## src/rtl/mant_inc_arbiter_pkg.sv

```systemverilog
// Shared widths and output-stage state type for the mantissa increment arbiter.
package mant_arb_pkg;
  localparam int MANT_W = 53;
  localparam int INC_W  = 4;
  localparam int SUM_W  = 54;
  localparam int CNT_W  = 16;

  typedef enum logic {
    EMPTY = 1'b0,
    FULL  = 1'b1
  } out_state_t;
endpackage

```

## src/rtl/customAdder53_49.sv

```systemverilog
// Shared mantissa increment adder: 53-bit operand plus zero-extended 4-bit increment.
module customAdder53_49
  import mant_arb_pkg::*;
(
  input  logic [MANT_W-1:0] A,
  input  logic [INC_W-1:0]  B,
  output logic [SUM_W-1:0]  S
);
  assign S = {1'b0, A} + {{(SUM_W-INC_W){1'b0}}, B};
endmodule

```

## src/rtl/mant_inc_arbiter_rr_arbiter.sv

```systemverilog
// Round-robin arbiter: first valid request at or after ptr_i, wrapping.
module rr_arbiter #(
  parameter int NUM_REQ = 4,
  parameter int ID_W    = $clog2(NUM_REQ)
) (
  input  logic [NUM_REQ-1:0] req_i,
  input  logic [ID_W-1:0]    ptr_i,
  input  logic               en_i,
  output logic [NUM_REQ-1:0] grant_o,
  output logic [ID_W-1:0]    idx_o
);
  localparam int unsigned N = NUM_REQ;

  always_comb begin
    logic             found;
    logic [ID_W-1:0]  j_idx;
    int unsigned      j;
    grant_o = '0;
    idx_o   = '0;
    found   = 1'b0;
    j       = 0;
    j_idx   = '0;
    for (int unsigned k = 0; k < N; k++) begin
      j     = (32'(ptr_i) + k) % N;
      j_idx = ID_W'(j);
      if (!found && req_i[j_idx]) begin
        found          = 1'b1;
        idx_o          = j_idx;
        grant_o[j_idx] = en_i;
      end
    end
  end
endmodule

```

## src/rtl/mant_inc_arbiter.sv

```systemverilog
// Round-robin sharing of one mantissa increment adder with a one-entry output register.
// Optional carry-out counter enabled by defining MANT_ARB_CARRY_CNT_EN.
module mant_inc_arbiter
  import mant_arb_pkg::*;
#(
  parameter int NUM_REQ = 4,
  parameter int ID_W    = $clog2(NUM_REQ)
) (
  input  logic                      clk,
  input  logic                      rst_n,
  input  logic [NUM_REQ-1:0]        req_valid,
  input  logic [NUM_REQ*MANT_W-1:0] req_a,
  input  logic [NUM_REQ*INC_W-1:0]  req_b,
  output logic [NUM_REQ-1:0]        req_ready,
  output logic                      rsp_valid,
  output logic [SUM_W-1:0]          rsp_sum,
  output logic [ID_W-1:0]           rsp_id,
  input  logic                      rsp_ready
`ifdef MANT_ARB_CARRY_CNT_EN
  ,
  output logic [CNT_W-1:0]          carry_cnt
`endif
);
  out_state_t        state_q, state_d;
  logic [ID_W-1:0]   ptr_q, ptr_d;
  logic [ID_W-1:0]   win_idx;
  logic [NUM_REQ-1:0] grant;
  logic              can_issue, xfer;
  logic [MANT_W-1:0] op_a;
  logic [INC_W-1:0]  op_b;
  logic [SUM_W-1:0]  sum;
  logic [SUM_W-1:0]  sum_q;
  logic [ID_W-1:0]   id_q;

  // rst_n gates the grant so req_ready stays low for the whole reset assertion.
  assign can_issue = rst_n && ((state_q == EMPTY) || rsp_ready);

  rr_arbiter #(.NUM_REQ(NUM_REQ), .ID_W(ID_W)) u_arb (
    .req_i   (req_valid),
    .ptr_i   (ptr_q),
    .en_i    (can_issue),
    .grant_o (grant),
    .idx_o   (win_idx)
  );

  assign xfer      = |grant;
  assign req_ready = grant;
  assign op_a      = req_a[int'(win_idx)*MANT_W +: MANT_W];
  assign op_b      = req_b[int'(win_idx)*INC_W +: INC_W];

  customAdder53_49 u_add (
    .A (op_a),
    .B (op_b),
    .S (sum)
  );

  always_comb begin
    state_d = state_q;
    ptr_d   = ptr_q;
    if (xfer) begin
      state_d = FULL;
      ptr_d   = (int'(win_idx) == NUM_REQ-1) ? '0 : win_idx + ID_W'(1);
    end else if (state_q == FULL && rsp_ready) begin
      state_d = EMPTY;
    end
  end

  always_ff @(posedge clk or negedge rst_n) begin
    if (!rst_n) begin
      state_q <= EMPTY;
      ptr_q   <= '0;
      sum_q   <= '0;
      id_q    <= '0;
    end else begin
      state_q <= state_d;
      ptr_q   <= ptr_d;
      if (xfer) begin
        sum_q <= sum;
        id_q  <= win_idx;
      end
    end
  end

  assign rsp_valid = (state_q == FULL);
  assign rsp_sum   = sum_q;
  assign rsp_id    = id_q;

`ifdef MANT_ARB_CARRY_CNT_EN
  logic [CNT_W-1:0] cnt_q;

  always_ff @(posedge clk or negedge rst_n) begin
    if (!rst_n) begin
      cnt_q <= '0;
    end else if (xfer && sum[SUM_W-1] && cnt_q != '1) begin
      cnt_q <= cnt_q + CNT_W'(1);
    end
  end

  assign carry_cnt = cnt_q;
`endif
endmodule

```

## config.mk

```make
export PLATFORM = sky130hd
export DESIGN_NAME = mant_inc_arbiter
export DESIGN_NICKNAME = d
export VERILOG_FILES = /design/src/rtl/mant_inc_arbiter_pkg.sv /design/src/rtl/customAdder53_49.sv /design/src/rtl/mant_inc_arbiter_rr_arbiter.sv /design/src/rtl/mant_inc_arbiter.sv
export SDC_FILE = /design/constraint.sdc
export NUM_CORES = 1
export LEC_CHECK = 0
export BUFFER_PORTS_ARGS = -buffer_cell sky130_fd_sc_hd__buf_2
export CORE_AREA = 2 2 128 130
export DETAILED_ROUTE_END_ITERATION = 10
export DIE_AREA = 0 0 130 132
export GPL_ROUTABILITY_DRIVEN = 0
export PLACE_DENSITY = 0.84
export SYNTH_ARGS = -nofsm -noshare
export SYNTH_HDL_FRONTEND = slang
export SYNTH_SLANG_ARGS = --single-unit
```

## constraint.sdc

```tcl
create_clock -name clk -period 19.3 [get_ports clk]
set_input_delay 1.93 -clock clk [delete_from_list [all_inputs] [get_ports clk]]
set_output_delay 1.93 -clock clk [all_outputs]
set_load 0.1 [all_outputs]
```

Word-level counts from Yosys, hierarchy flattened
Index checks and enable logic that the tools add are counted.
- bits in registers: 59
- input bits: 235
- output and inout port bits: 61
- word-level logic and storage cells: 71
- add/sub/neg operators: 5
- multipliers: 1
- order comparisons: 8
- equal/unequal tests: 1
- shifts and indexed selects: 2
- muxes and demuxes: 33
- bitwise gates (word level): 2
- reductions and logical operators: 15
- operators with widths (cell ; number):
    indexed part select 212 x 9 -> 53 bit ; 1
    adder 53 x 4 -> 54 bit ; 1
    two-way mux 4 bit ; 4
    indexed part select 16 x 5 -> 4 bit ; 1
    two-way mux 1 bit ; 13
    bitwise mux 4 bit ; 3
    < comparator 2 x 3 -> 1 bit (second input constant) ; 4
    two-way mux 2 bit ; 5
    logical AND 1 bit ; 9
    binary-select mux 1 bit (select 2 bit) ; 4
    demux 1 bit (select 2 bit) ; 4
    greater-or-equal comparator 2 x 1 -> 1 bit (second input constant) ; 4
    multiplier 2 x 6 -> 8 bit (second input constant) ; 1
    adder 2 x 1 -> 2 bit (second input constant) ; 2
    adder 2 bit (second input constant) ; 2
    AND 4 bit ; 1
    OR reduction 4 bit ; 1
    zero test 1 bit ; 3
    == test 2 x 1 -> 1 bit (second input constant) ; 1
    nonzero test 2 bit ; 1
    logical OR 1 bit ; 1
    inverter 1 bit ; 1

Longest topological paths before layout
- depth in word-level cells: 15
- depth in mapped cells: 31
- depth with buffers taken out: 22

By module
From an unflattened synthesis, not the netlist that was laid out.
- cell total of the unflattened synthesis: 431
- area total of the unflattened synthesis: 5291.3 µm²
- modules (own cells, without submodules) (module ; instances ; cells each ; area each (µm²) ; sequential area each (µm²)):
    mant_inc_arbiter ; 1 ; 199 ; 3575.9 ; 1476.4
    customAdder53_49 ; 1 ; 171 ; 1244.9 ; 0.0
    rr_arbiter ; 1 ; 61 ; 470.5 ; 0.0

Least setup slack after synthesis
No wires, ideal clock.
- path type: input to register
- start point: input req_valid[1]
- end point: register sum_q[38] (netlist: rsp_sum[38])
- setup time: 0.126 ns
- data arrival time: 7.284 ns
- required time: 19.174 ns
- slack: 11.891 ns
- stages on the path: 27
- buffers on the path: 7
- cell sequence: buf_2 mux4_2 nor2b_4 o21ai_4 nand2_2 buf_6 buf_2 clkbuf_1 clkbuf_1 buf_2 buf_2 nand2_1 and3_1 a31oi_1 ha_1 inv_1 fa_1 nor2b_1 o21ai_0 nand2b_1 o31ai_1 nor3_1 nand4b_2 or4b_4 nor2_2 xnor2_1 mux2_2
- word-level cells in the longest chain between the ends: 15
- elaborated cells between the ends (all ways): 33
- those cells by class: add/sub: 1; mul: 1; shift: 2; mux: 22; reduce/logical: 7
- ends and longest elaborated chain (what ; line ; RTL):
    start, declared ; mant_inc_arbiter.sv:11 ; input logic [NUM_REQ-1:0] req_valid,
    binary-select mux 1 bit (select 2 bit) ; mant_inc_arbiter_rr_arbiter.sv:26 ; if (!found && req_i[j_idx]) begin
    two-way mux 1 bit (not written as such) ; mant_inc_arbiter_rr_arbiter.sv:26 ;
    two-way mux 1 bit ; mant_inc_arbiter_rr_arbiter.sv:26 ;
    zero test 1 bit ; mant_inc_arbiter_rr_arbiter.sv:26 ;
    logical AND 1 bit ; mant_inc_arbiter_rr_arbiter.sv:26 ;
    two-way mux 1 bit ; mant_inc_arbiter_rr_arbiter.sv:26 ;
    zero test 1 bit ; mant_inc_arbiter_rr_arbiter.sv:26 ;
    logical AND 1 bit ; mant_inc_arbiter_rr_arbiter.sv:26 ;
    two-way mux 1 bit ; mant_inc_arbiter_rr_arbiter.sv:26 ;
    zero test 1 bit ; mant_inc_arbiter_rr_arbiter.sv:26 ;
    logical AND 1 bit ; mant_inc_arbiter_rr_arbiter.sv:26 ;
    two-way mux 2 bit ; mant_inc_arbiter_rr_arbiter.sv:26 ;
    multiplier 2 x 6 -> 8 bit ; mant_inc_arbiter.sv:48 ; assign op_a = req_a[int'(win_idx)*MANT_W +: MANT_W];
    indexed part select 212 x 9 -> 53 bit ; mant_inc_arbiter.sv:48 ;
    adder 53 x 4 -> 54 bit ; customAdder53_49.sv:9 ; assign S = {1'b0, A} + {{(SUM_W-INC_W){1'b0}}, B};
    end signal, assigned ; mant_inc_arbiter.sv:78 ; sum_q <= sum;
    end, declared ; mant_inc_arbiter.sv:32 ; logic [SUM_W-1:0] sum_q;
Parallel ways exist; a longest one is shown, timed or not. The select of a mux whose other input is x is not followed.
A chain may end at the register's enable or synchronous reset.

Worst setup path in the final report
- start point: register ptr_q[0]
- end point: register sum_q[52] (netlist: rsp_sum[52])
- word-level cells in the longest chain between the ends: 15
- elaborated cells between the ends (all ways): 57
- those cells by class: add/sub: 4; mul: 1; order compare: 8; shift: 2; mux: 30; bitwise: 1; reduce/logical: 11
- ends and longest elaborated chain (what ; line ; RTL):
    start, declared ; mant_inc_arbiter.sv:25 ; logic [ID_W-1:0] ptr_q, ptr_d;
    start signal, assigned ; mant_inc_arbiter.sv:76 ; ptr_q <= ptr_d;
    branches (longest 15 deep; another with multiplier 2 x 6 -> 8 bit) ; -- ;
Several ways; the timed one is not identified. The select of a mux whose other input is x is not followed.

==> report_table.html <==
<table>
<tr><th>Metric</th><th>Value</th></tr>
<tr><th colspan="2">Status</th></tr>
<tr><td>Outcome</td><td>completed</td></tr>
<tr><th colspan="2">Die</th></tr>
<tr><td>Die ar.</td><td>0.0172 mm^2</td></tr>
<tr><td>Floorplan die height</td><td>132 um</td></tr>
<tr><td>Starting Density</td><td>44.1%</td></tr>
<tr><td>Placeable core region</td><td>0.0157 mm^2</td></tr>
<tr><td>Die Span X</td><td>130 um</td></tr>
<tr><td>Std cell rows</td><td>46</td></tr>
<tr><td>Number of placed I/O pins</td><td>296</td></tr>
<tr><th colspan="2">Yosys</th></tr>
<tr><td>Count of different cell masters after synthesis</td><td>89</td></tr>
<tr><td>Count of flip-flops with a built-in enable after synthesis</td><td>0</td></tr>
<tr><td>Dominant register cell in the synthesized netlist</td><td>sky130_fd_sc_hd__dfrtp_1</td></tr>
<tr><td>Synthesis-stage register bit count</td><td>59</td></tr>
<tr><td>Count of mapped cells out of synthesis</td><td>949</td></tr>
<tr><td>Post-synth design cell area</td><td>0.00693 mm^2</td></tr>
<tr><td>Syn Nets</td><td>1,193</td></tr>
<tr><td>Mean post-synth cell area</td><td>7.31 um^2</td></tr>
<tr><td>Sequential cell area fraction in the yosys report</td><td>21.3%</td></tr>
<tr><td>Warning count from the yosys run</td><td>0</td></tr>
<tr><td>Ys async rst share</td><td>100%</td></tr>
<tr><th colspan="2">Placed design</th></tr>
<tr><td>Worst-case setup slack after placement</td><td>11.00 ns</td></tr>
<tr><td>Number of buffer cells added on primary ports</td><td>295</td></tr>
<tr><td>Inst Count DP</td><td>1,398</td></tr>
<tr><td>Detailed placement HPWL</td><td>20,200 um</td></tr>
<tr><th colspan="2">Cells and area</th></tr>
<tr><td>Share of layout cells above drive strength 1</td><td>32.6%</td></tr>
<tr><td>Utilization of the core after routing</td><td>55.4%</td></tr>
<tr><td>Nets</td><td>1,437</td></tr>
<tr><td>Final standard cell count with taps included and fillers excluded</td><td>1,416</td></tr>
<tr><td>Total area of sequential cells</td><td>0.00148 mm^2</td></tr>
<tr><td>Filler Cells Inserted</td><td>1,515</td></tr>
<tr><td>Synthesis-to-finish area growth</td><td>25.5%</td></tr>
<tr><td>Area of combinational cells with multiple inputs</td><td>0.00508 mm^2</td></tr>
<tr><th colspan="2">Timing</th></tr>
<tr><td>Setup skew after layout</td><td>0.00854 ns</td></tr>
<tr><td>Slew Limit Fails</td><td>0</td></tr>
<tr><td>Setup Viol. Count Final</td><td>0</td></tr>
<tr><td>Final TNS setup</td><td>0 ns</td></tr>
<tr><td>Hold violation total from the final report</td><td>0</td></tr>
<tr><td>Fraction of the cycle the final worst path needs</td><td>41.6%</td></tr>
<tr><td>RSZ-0062 raised after global routing</td><td>false</td></tr>
<tr><td>Max-slew headroom at the worst pin</td><td>31.0%</td></tr>
<tr><td>Measured slew at the worst slew-check pin</td><td>1.04 ns</td></tr>
<tr><td>Tmin final</td><td>8.02 ns</td></tr>
<tr><td>Minimum setup slack in the final design</td><td>11.28 ns</td></tr>
<tr><td>Highest attainable clock frequency</td><td>125 MHz</td></tr>
<tr><th colspan="2">Min path</th></tr>
<tr><td>Hold Path Origin</td><td>rsp_sum[37]$_DFFE_PN0P_</td></tr>
<tr><td>Hold Crit Depth</td><td>2</td></tr>
<tr><td>Terminating pin of the worst hold path</td><td>rsp_sum[37]$_DFFE_PN0P_</td></tr>
<tr><td>Path category of the worst min-delay check</td><td>flip-flop to flip-flop</td></tr>
<tr><th colspan="2">Clocking</th></tr>
<tr><td>Setup bufs post-CTS</td><td>0</td></tr>
<tr><td>Buffer depth of the longest clock path</td><td>2</td></tr>
<tr><td>CTS sink cnt</td><td>59</td></tr>
<tr><td>H-tree depth</td><td>3</td></tr>
<tr><td>CTS hold repair buffers</td><td>0</td></tr>
<tr><td>Number of buffers created by CTS</td><td>9</td></tr>
<tr><td>Post-CTS sizing</td><td>0</td></tr>
<tr><td>Clock-pin slew reported for the worst setup and hold paths after clock tree synthesis</td><td>0.05 ns</td></tr>
<tr><td>Clock root buffer</td><td>sky130_fd_sc_hd__clkbuf_16</td></tr>
<tr><td>Later-pin clock latency in the skew report</td><td>0.33 ns</td></tr>
<tr><td>TritonCTS clock tree</td><td>built</td></tr>
<tr><th colspan="2">Setup path</th></tr>
<tr><td>Path type of the worst setup path</td><td>flip-flop to flip-flop</td></tr>
<tr><td>Critical R2R Launch</td><td>ptr_q[0]$_DFFE_PN0P_</td></tr>
<tr><td>WP data arrival</td><td>8.19 ns</td></tr>
<tr><td>Req. time, crit path</td><td>19.47 ns</td></tr>
<tr><td>Crit-path max FO</td><td>65</td></tr>
<tr><td>Reg-to-Reg End</td><td>rsp_sum[52]$_DFFE_PN0P_</td></tr>
<tr><td>Crit. End Element</td><td>flip-flop</td></tr>
<tr><td>Startpoint kind of the worst setup timing path</td><td>flip-flop</td></tr>
<tr><td>Worst Reg2Reg Path Length in Cells</td><td>24</td></tr>
<tr><td>R2R setup slack</td><td>11.28 ns</td></tr>
<tr><th colspan="2">Route</th></tr>
<tr><td>Detailed-route wire length</td><td>26,900 um</td></tr>
<tr><td>Detailed-routing iteration count for the pre-antenna-repair pass</td><td>5</td></tr>
<tr><td>Violation count after the first detailed-routing iteration</td><td>752</td></tr>
<tr><td>Via Count</td><td>8,389</td></tr>
<tr><td>Routed wire per std cell</td><td>19.0 um</td></tr>
<tr><td>Number of nets with antenna violations after detailed routing</td><td>0</td></tr>
<tr><td>Via-to-Cell Ratio</td><td>5.92</td></tr>
<tr><td>DR DRC count</td><td>0</td></tr>
<tr><th colspan="2">Global routing</th></tr>
<tr><td>Pin count of the biggest net entering global routing</td><td>111</td></tr>
<tr><td>Initial antenna violation count</td><td>6</td></tr>
<tr><td>Tot GR Track Use</td><td>30.3%</td></tr>
<tr><td>Vias in the first global route</td><td>7,754</td></tr>
<tr><td>First-pass GRT wire length</td><td>40,900 um</td></tr>
<tr><td>Total grt overflow</td><td>0</td></tr>
<tr><th colspan="2">Job</th></tr>
<tr><td>Max-cap violations</td><td>0</td></tr>
</table>
==> critical path, cell delays in order, from the launching register on <==
cell	delay, ns
sky130_fd_sc_hd__dfrtp_1	0.34
sky130_fd_sc_hd__buf_4	0.44
sky130_fd_sc_hd__inv_1	0.51
sky130_fd_sc_hd__ha_1	0.57
sky130_fd_sc_hd__mux4_2	0.53
sky130_fd_sc_hd__nor2b_4	0.39
sky130_fd_sc_hd__o21ai_4	0.30
sky130_fd_sc_hd__nand2_4	0.46
sky130_fd_sc_hd__buf_4	0.65
sky130_fd_sc_hd__nand2_1	0.12
sky130_fd_sc_hd__and3_1	0.20
sky130_fd_sc_hd__a31oi_1	0.14
sky130_fd_sc_hd__ha_1	0.18
sky130_fd_sc_hd__inv_1	0.05
sky130_fd_sc_hd__fa_1	0.40
sky130_fd_sc_hd__nor2b_1	0.13
sky130_fd_sc_hd__o21ai_0	0.09
sky130_fd_sc_hd__nand2b_1	0.15
sky130_fd_sc_hd__o31ai_1	0.11
sky130_fd_sc_hd__nor3_1	0.39
sky130_fd_sc_hd__nand4b_2	0.34
sky130_fd_sc_hd__nor3_2	0.76
sky130_fd_sc_hd__nand3_1	0.21
sky130_fd_sc_hd__xnor2_1	0.19
sky130_fd_sc_hd__o21ai_1	0.08
==> routing by layer <==
metal	part of all wire, %	global-route usage [%]	vias up
li1	-	-	3956
met1	39	36.0	3849
met2	48	50.8	510
met3	10	8.89	70
met4	3.2	12.8	4
met5	0.10	0	-
==> per-stage QoR <==
stage	instance area [um^2]	hold slack [ns]
after floorplan	6930	0.721
after global placement	8420	0.457
after detailed placement	8420	0.460
after CTS	8690	0.472
after global routing	8700	0.490
final	8700	0.471
==> layout make-up <==
class	count	area share [%]
Tap cell	216	3.11
Sequential cell	59	17.0
Clock inverter	2	0.144
Antenna cell	4	0.115
Clock buffer	12	2.95
Inverter	11	0.489
Multi-Input combinational cell	807	58.4
Timing Repair Buffer	305	17.8
==> kinds of logic (layout without fill, tap and decap cells) <==
| logic type | after synthesis | after routing | synth area share, % |
|---|---|---|---|
| AO/OA/AOI/OAI | 233 | 233 | 23.6 |
| flip-flops | 59 | 59 | 21.3 |
| XOR/XNOR | 50 | 50 | 6.32 |
| AND/OR/NAND/NOR | 476 | 476 | 34.2 |
| buffers and inverters | 83 | 330 | 5.61 |
| multiplexers | 39 | 39 | 7.22 |
| other | 0 | 4 | 0 |
| adder cells (fa/ha/maj) | 9 | 9 | 1.73 |
==> cells in the final DEF, fill, tap and decap left out, types with 13 or more instances in the layout <==
cell type / instances
sky130_fd_sc_hd__nand2_1: 229
sky130_fd_sc_hd__o211ai_1: 13
sky130_fd_sc_hd__a211oi_1: 18
sky130_fd_sc_hd__nor2_1: 50
sky130_fd_sc_hd__o21ai_1: 14
sky130_fd_sc_hd__and3_1: 43
sky130_fd_sc_hd__nor3_1: 22
sky130_fd_sc_hd__xor2_1: 27
sky130_fd_sc_hd__mux2_2: 15
sky130_fd_sc_hd__a31oi_1: 32
sky130_fd_sc_hd__buf_2: 295
sky130_fd_sc_hd__a21oi_1: 23
sky130_fd_sc_hd__nand4_1: 17
sky130_fd_sc_hd__dfrtp_1: 59
sky130_fd_sc_hd__o21ai_0: 59
sky130_fd_sc_hd__nand3_1: 54
sky130_fd_sc_hd__mux2i_1: 14
sky130_fd_sc_hd__xnor2_1: 23
==> worst max path at each step <==
stage                         startpoint                       to  slack [ns]  cells after the start
floorplan                   req_valid[1]  rsp_sum[38]$_DFFE_PN0P_       11.89                     27
global placement            req_valid[2]  rsp_sum[48]$_DFFE_PN0P_       11.22                     22
CTS                         req_valid[2]  rsp_sum[52]$_DFFE_PN0P_       11.34                     22
finish              ptr_q[0]$_DFFE_PN0P_  rsp_sum[52]$_DFFE_PN0P_       11.28                     24
detailed placement          req_valid[1]  rsp_sum[52]$_DFFE_PN0P_       11.00                     23
global route        ptr_q[0]$_DFFE_PN0P_  rsp_sum[48]$_DFFE_PN0P_       10.59                     24
==> registers in the layout (all words and copies together) (netlist names) <==
register   flops
rsp_sum       54
rsp_id         2
ptr_q          2
rsp_valid      1
==> synth_stat cells, types with 8 or more instances <==
cell type | count | area share, %
sky130_fd_sc_hd__a211oi_1 | 18 | 1.9
sky130_fd_sc_hd__ha_1 | 8 | 1.4
sky130_fd_sc_hd__and3_1 | 43 | 3.9
sky130_fd_sc_hd__nand2_1 | 229 | 12
sky130_fd_sc_hd__o21ai_0 | 59 | 4.3
sky130_fd_sc_hd__nor4_1 | 9 | 0.81
sky130_fd_sc_hd__mux2_2 | 15 | 2.4
sky130_fd_sc_hd__nor3_1 | 22 | 1.6
sky130_fd_sc_hd__nand4_1 | 17 | 1.5
sky130_fd_sc_hd__buf_2 | 16 | 1.2
sky130_fd_sc_hd__buf_1 | 9 | 0.49
sky130_fd_sc_hd__dfrtp_1 | 59 | 21
sky130_fd_sc_hd__nand3_1 | 54 | 3.9
sky130_fd_sc_hd__a31o_2 | 10 | 1.3
sky130_fd_sc_hd__a21oi_1 | 23 | 1.7
sky130_fd_sc_hd__o21ai_1 | 14 | 1.0
sky130_fd_sc_hd__a31oi_1 | 32 | 2.9
sky130_fd_sc_hd__inv_1 | 10 | 0.54
sky130_fd_sc_hd__nor2_1 | 50 | 2.7
sky130_fd_sc_hd__mux2i_1 | 14 | 2.0
sky130_fd_sc_hd__xor2_1 | 27 | 3.4
sky130_fd_sc_hd__clkbuf_1 | 38 | 2.1
sky130_fd_sc_hd__xnor2_1 | 23 | 2.9
sky130_fd_sc_hd__o211ai_1 | 13 | 1.4
Power is left out: the tool's default activity adds up to more than one toggle a clock period on the data nets, which glitch-free logic cannot reach.
